### config.mk
export PLATFORM = sky130hd
export DESIGN_NAME = if_stage
export DESIGN_NICKNAME = d
export VERILOG_FILES = /design/src/rtl/if_stage.sv
export SDC_FILE = /design/constraint.sdc
export NUM_CORES = 1
export LEC_CHECK = 0
export ABC_AREA = 1
export CAP_MARGIN = 20
export CORE_UTILIZATION = 40
export DETAILED_ROUTE_END_ITERATION = 8
export PLACE_DENSITY = 0.73
export SLEW_MARGIN = 20
export SYNTH_ARGS = -nofsm -noshare
export SYNTH_HDL_FRONTEND = slang
export SYNTH_SLANG_ARGS = --single-unit
export TNS_END_PERCENT = 20
### constraint.sdc
create_clock -name clk -period 2.08 [get_ports clk]
set_clock_uncertainty 0.15 [all_clocks]
set_input_delay 0.208 -clock clk [delete_from_list [all_inputs] [get_ports clk]]
set_output_delay 0.208 -clock clk [all_outputs]
set_load 0.005 [all_outputs]
### src/rtl/if_stage.sv
// Instruction-fetch stage: PC register, BOOT/RUN sequencing and the IF/ID pipeline register.
// Define IF_PERF_CNT_EN to add the fetch_cnt / bubble_cnt performance counters.
module if_stage #(
    parameter logic [31:0] RESET_PC  = 32'h0000_0000,
    parameter logic [31:0] NOP_INSTR = 32'h0000_0013
) (
    input  logic        clk,
    input  logic        rst_n,
    output logic [31:0] pcF,
    input  logic [31:0] instrF,
    input  logic        stallF,
    input  logic        stallD,
    input  logic        flushD,
    input  logic        pc_srcE,
    input  logic [31:0] pc_targetE,
    output logic [31:0] instrD,
    output logic [31:0] pcD,
    output logic [31:0] pc_plus4D,
    output logic        validD,
    output logic        misalign_err
`ifdef IF_PERF_CNT_EN
    ,
    output logic [31:0] fetch_cnt,
    output logic [31:0] bubble_cnt
`endif
);

    // state  | meaning
    // S_BOOT | one cycle after reset: PC held at RESET_PC, IF/ID loads a bubble
    // S_RUN  | normal fetch with redirect / stall / flush handling
    typedef enum logic {S_BOOT = 1'b0, S_RUN = 1'b1} state_t;

    state_t      r_state;
    state_t      w_state_next;
    logic [31:0] r_pc;
    logic [31:0] r_instr_d;
    logic [31:0] r_pc_d;
    logic [31:0] r_pc_plus4_d;
    logic        r_valid_d;
    logic        r_misalign;

    logic [31:0] w_pc_plus4;
    logic [31:0] w_pc_next;
    logic        w_ifid_load;
    logic        w_ifid_bubble;
    logic        w_misalign_next;

    assign w_pc_plus4 = r_pc + 32'd4;

    always_ff @(posedge clk) begin
        if (!rst_n) begin
            r_state <= S_BOOT;
        end else begin
            r_state <= w_state_next;
        end
    end

    always_comb begin
        w_state_next = r_state;
        case (r_state)
            S_BOOT:  w_state_next = S_RUN;
            S_RUN:   w_state_next = S_RUN;
            default: w_state_next = S_BOOT;
        endcase
    end

    // A redirect both overrides stallF and squashes the instruction now in IF.
    always_comb begin
        w_pc_next       = r_pc;
        w_ifid_load     = 1'b0;
        w_ifid_bubble   = 1'b0;
        w_misalign_next = 1'b0;
        case (r_state)
            S_BOOT: begin
                w_pc_next     = RESET_PC;
                w_ifid_bubble = 1'b1;
            end
            S_RUN: begin
                if (pc_srcE) begin
                    w_pc_next = {pc_targetE[31:2], 2'b00};
                end else if (!stallF) begin
                    w_pc_next = w_pc_plus4;
                end
                if (flushD || pc_srcE) begin
                    w_ifid_bubble = 1'b1;
                end else if (!stallD) begin
                    w_ifid_load = 1'b1;
                end
                w_misalign_next = pc_srcE && (pc_targetE[1:0] != 2'b00);
            end
            default: begin
                w_pc_next     = RESET_PC;
                w_ifid_bubble = 1'b1;
            end
        endcase
    end

    always_ff @(posedge clk) begin
        if (!rst_n) begin
            r_pc         <= RESET_PC;
            r_instr_d    <= NOP_INSTR;
            r_pc_d       <= 32'd0;
            r_pc_plus4_d <= 32'd0;
            r_valid_d    <= 1'b0;
            r_misalign   <= 1'b0;
        end else begin
            r_pc       <= w_pc_next;
            r_misalign <= w_misalign_next;
            if (w_ifid_bubble) begin
                r_instr_d    <= NOP_INSTR;
                r_pc_d       <= 32'd0;
                r_pc_plus4_d <= 32'd0;
                r_valid_d    <= 1'b0;
            end else if (w_ifid_load) begin
                r_instr_d    <= instrF;
                r_pc_d       <= r_pc;
                r_pc_plus4_d <= w_pc_plus4;
                r_valid_d    <= 1'b1;
            end
        end
    end

`ifdef IF_PERF_CNT_EN
    logic [31:0] r_fetch_cnt;
    logic [31:0] r_bubble_cnt;

    always_ff @(posedge clk) begin
        if (!rst_n) begin
            r_fetch_cnt  <= 32'd0;
            r_bubble_cnt <= 32'd0;
        end else begin
            if (w_ifid_load) begin
                r_fetch_cnt <= r_fetch_cnt + 32'd1;
            end
            // BOOT bubbles are start-up, not pipeline hazards, so they are not counted.
            if (w_ifid_bubble && (r_state == S_RUN)) begin
                r_bubble_cnt <= r_bubble_cnt + 32'd1;
            end
        end
    end

    assign fetch_cnt  = r_fetch_cnt;
    assign bubble_cnt = r_bubble_cnt;
`endif

    assign pcF          = r_pc;
    assign instrD       = r_instr_d;
    assign pcD          = r_pc_d;
    assign pc_plus4D    = r_pc_plus4_d;
    assign validD       = r_valid_d;
    assign misalign_err = r_misalign;

endmodule

==> flow_summary.ini <==
[outcome]
status = finished, final reports clean

[power]
p_leak_nw = 3.34
powerDensity_nw_per_um2 = 704
combPwrFrac_pct = 9.7
seqPwrFrac_pct = 42.3
p_switching_w = 0.00136
fin_total_pwr_w = 0.00592
power.internal_w = 0.00456
ir_drop_mv = 0.488
clock_power_share_pct = 48.0
sw_frac_of_total_pct = 23.0

[synthesis]
synth_warnings = 0
syn_avg_cell_area_um2 = 6.97
ys_seq_area_share_pct = 44.8
synthCells = 802
yosys.cell_types.count = 27
synthesis.area_um2 = 5590
async_flop_share_pct = 0
ys.flop_type = dfxtp_1
synth_edf_count = 0
ys_ff_latch = 125

[floorplan]
die_x_um = 120
num_rows = 42
die_h_um = 120
die_area_um2 = 14500
num_io_pins = 200
start_util_pct = 41.6
core_area_um2 = 13500

[place]
gp_congestion = 0.862
port_buffers = 193
dp_hpwl_um = 12500

[timing]
finalSetupViolCount = 0
tns_ns = 0
max_freq_ghz = 0.522
maxSlewViolCount = 0
hold_viol = 0
fin_crit_sh_pct = 92.0
rsz0062_at_grt = no
min_period_ns = 1.91

[route]
routedWlPerCell_um = 14.9
firstDrtPassIters = 8
dr.first_iter.drc_count = 530
drc = 0
postRouteAntennaNets = 0
via_per_inst = 4.99
dr_total_vias = 5937
routed_wl_um = 17700

[critical_path]
arrival_ns = 2.08
crit_path_start_kind = register
critPathMaxFanout = 3
crit_type = register to register
worstSetupEndpointType = register
critPathLaunch = pcF[2]
r2r_start = pcF[2]
cp.required_ns = 2.24

[final_layout]
fin_util_pct = 62.5
layout_common_cells = clkdlybuf4s50_1 (193), nor2_1 (171), nand2_1 (136), dfxtp_1 (125), o21ai_0 (80)
syn_to_final_growth_pct = 50.4
drive_gt1_share_pct = 8.79
layout.nets = 1073
final_common_cell = clkdlybuf4s50_1
antennaDiodeCount = 0

[clock_network]
ctsHoldBuffers = 0
cts_sinks = 125
path_clk_slew_ns = 0.05
postCtsSetupBuffers = 0
ctsResizeCount = 0
cts-root-buf = clkbuf_16
cts_buffers = 17
insertion_delay_ns = 0.42
cts_max_path_buffers = 2
cts_tree = built
htreeDepth = 4

[global_route]
grtUsageTotal_pct = 25.3
antenna_found_initial = 0
grt_overflow = 0
grt_pass1_wl_um = 28400
grt_pass1_vias = 5532
grt_max_degree = 65

[worst_hold_path]
min_from = rst_n
hp-class = primary input to register

[flow_run]
drv_cap = 0
-- critical path: stages (launching register included) --
cell and delay (ns):
dfxtp_1 0.34, ha_1 0.23, nand2_1 0.08, nor2_2 0.21, nand2_1 0.13, nor2_2 0.25
nand2_1 0.09, nand2_1 0.08, nand3_1 0.08, o211ai_1 0.11, inv_1 0.05
-- synth_stat cells (4+ instances only) --
cell / n / area share [%]
xor2_1: 9 / 1.4
buf_4: 8 / 1.1
dfxtp_1: 125 / 45
buf_2: 14 / 1.3
nor2_1: 171 / 11
nand2_2: 6 / 0.67
a21oi_1: 57 / 5.1
nor2_4: 7 / 1.4
clkbuf_1: 25 / 1.7
nor2_2: 10 / 1.1
o211ai_1: 19 / 2.6
o21ai_0: 80 / 7.2
inv_1: 60 / 4.0
nand3_1: 55 / 4.9
inv_2: 4 / 0.27
nand2_1: 136 / 9.1
o21ai_1: 4 / 0.36
-- power by group through the flow --
stage / registers [W] / clock network [W] / logic (W)
6_report: 0.00250 / 0.00284 / 0.000573
5_1_grt: 0.00251 / 0.00300 / 0.000627
4_1_cts: 0.00250 / 0.00287 / 0.000575
3_5_place_dp: 0.00255 / 0 / 0.000570
3_3_place_gp: 0.00255 / 0 / 0.000568
2_1_floorplan: 0.00255 / 0 / 0.000231
-- per-stage QoR --
step | setup WS (ns) | area (um2) | hold slack, ns | cells
after floorplan | 0.429 | 5610 | 0.0857 | 807
after global placement | 0.156 | 7850 | 0.307 | 1159
after detailed placement | 0.0827 | 7850 | 0.309 | 1159
after CTS | 0.193 | 8410 | 0.172 | 1189
after global routing | 0.0791 | 8410 | 0.179 | 1189
final | 0.166 | 8410 | 0.180 | 1189
-- layout make-up --
type	instances	area (um2)
Fill cell	1240	5050
Sequential cell	125	2500
Timing Repair Buffer	225	2250
Inverter	64	240
Clock inverter	8	92.6
Multi-Input combinational cell	569	2640
Tap cell	176	220
Clock buffer	22	464
-- cells by family after synthesis --
group | share of synthesized area [%]
XOR/XNOR | 1.41
buffers and inverters | 8.46
flip-flops | 44.8
AO/OA/AOI/OAI | 15.4
AND/OR/NAND/NOR | 29.7
other | 0.0671
adder cells (fa/ha/maj) | 0.224
-- per-layer routing --
metal | track usage (%) | wire length, um
met1 | 33.1 | 7910
met4 | 9.72 | 318
met3 | 7.08 | 1510
met5 | 0 | 0
met2 | 39.6 | 8000
-- state kept, by name (all words and copies together) (netlist names) --
name	flops
pcD	30
pc_plus4D	30
pcF	30
r_state	1
misalign_err	1
validD	1
instrD	32
-- worst paths after layout --
path | to | slack (ns) | cells after the start
max | pc_plus4D[24] | 0.17 | 10
min | r_state | 0.18 | 1
max reg2reg | pc_plus4D[24] | 0.17 | 10
min reg2reg | pc_plus4D[2] | 0.31 | 2
(Power assumes the default switching activity.)
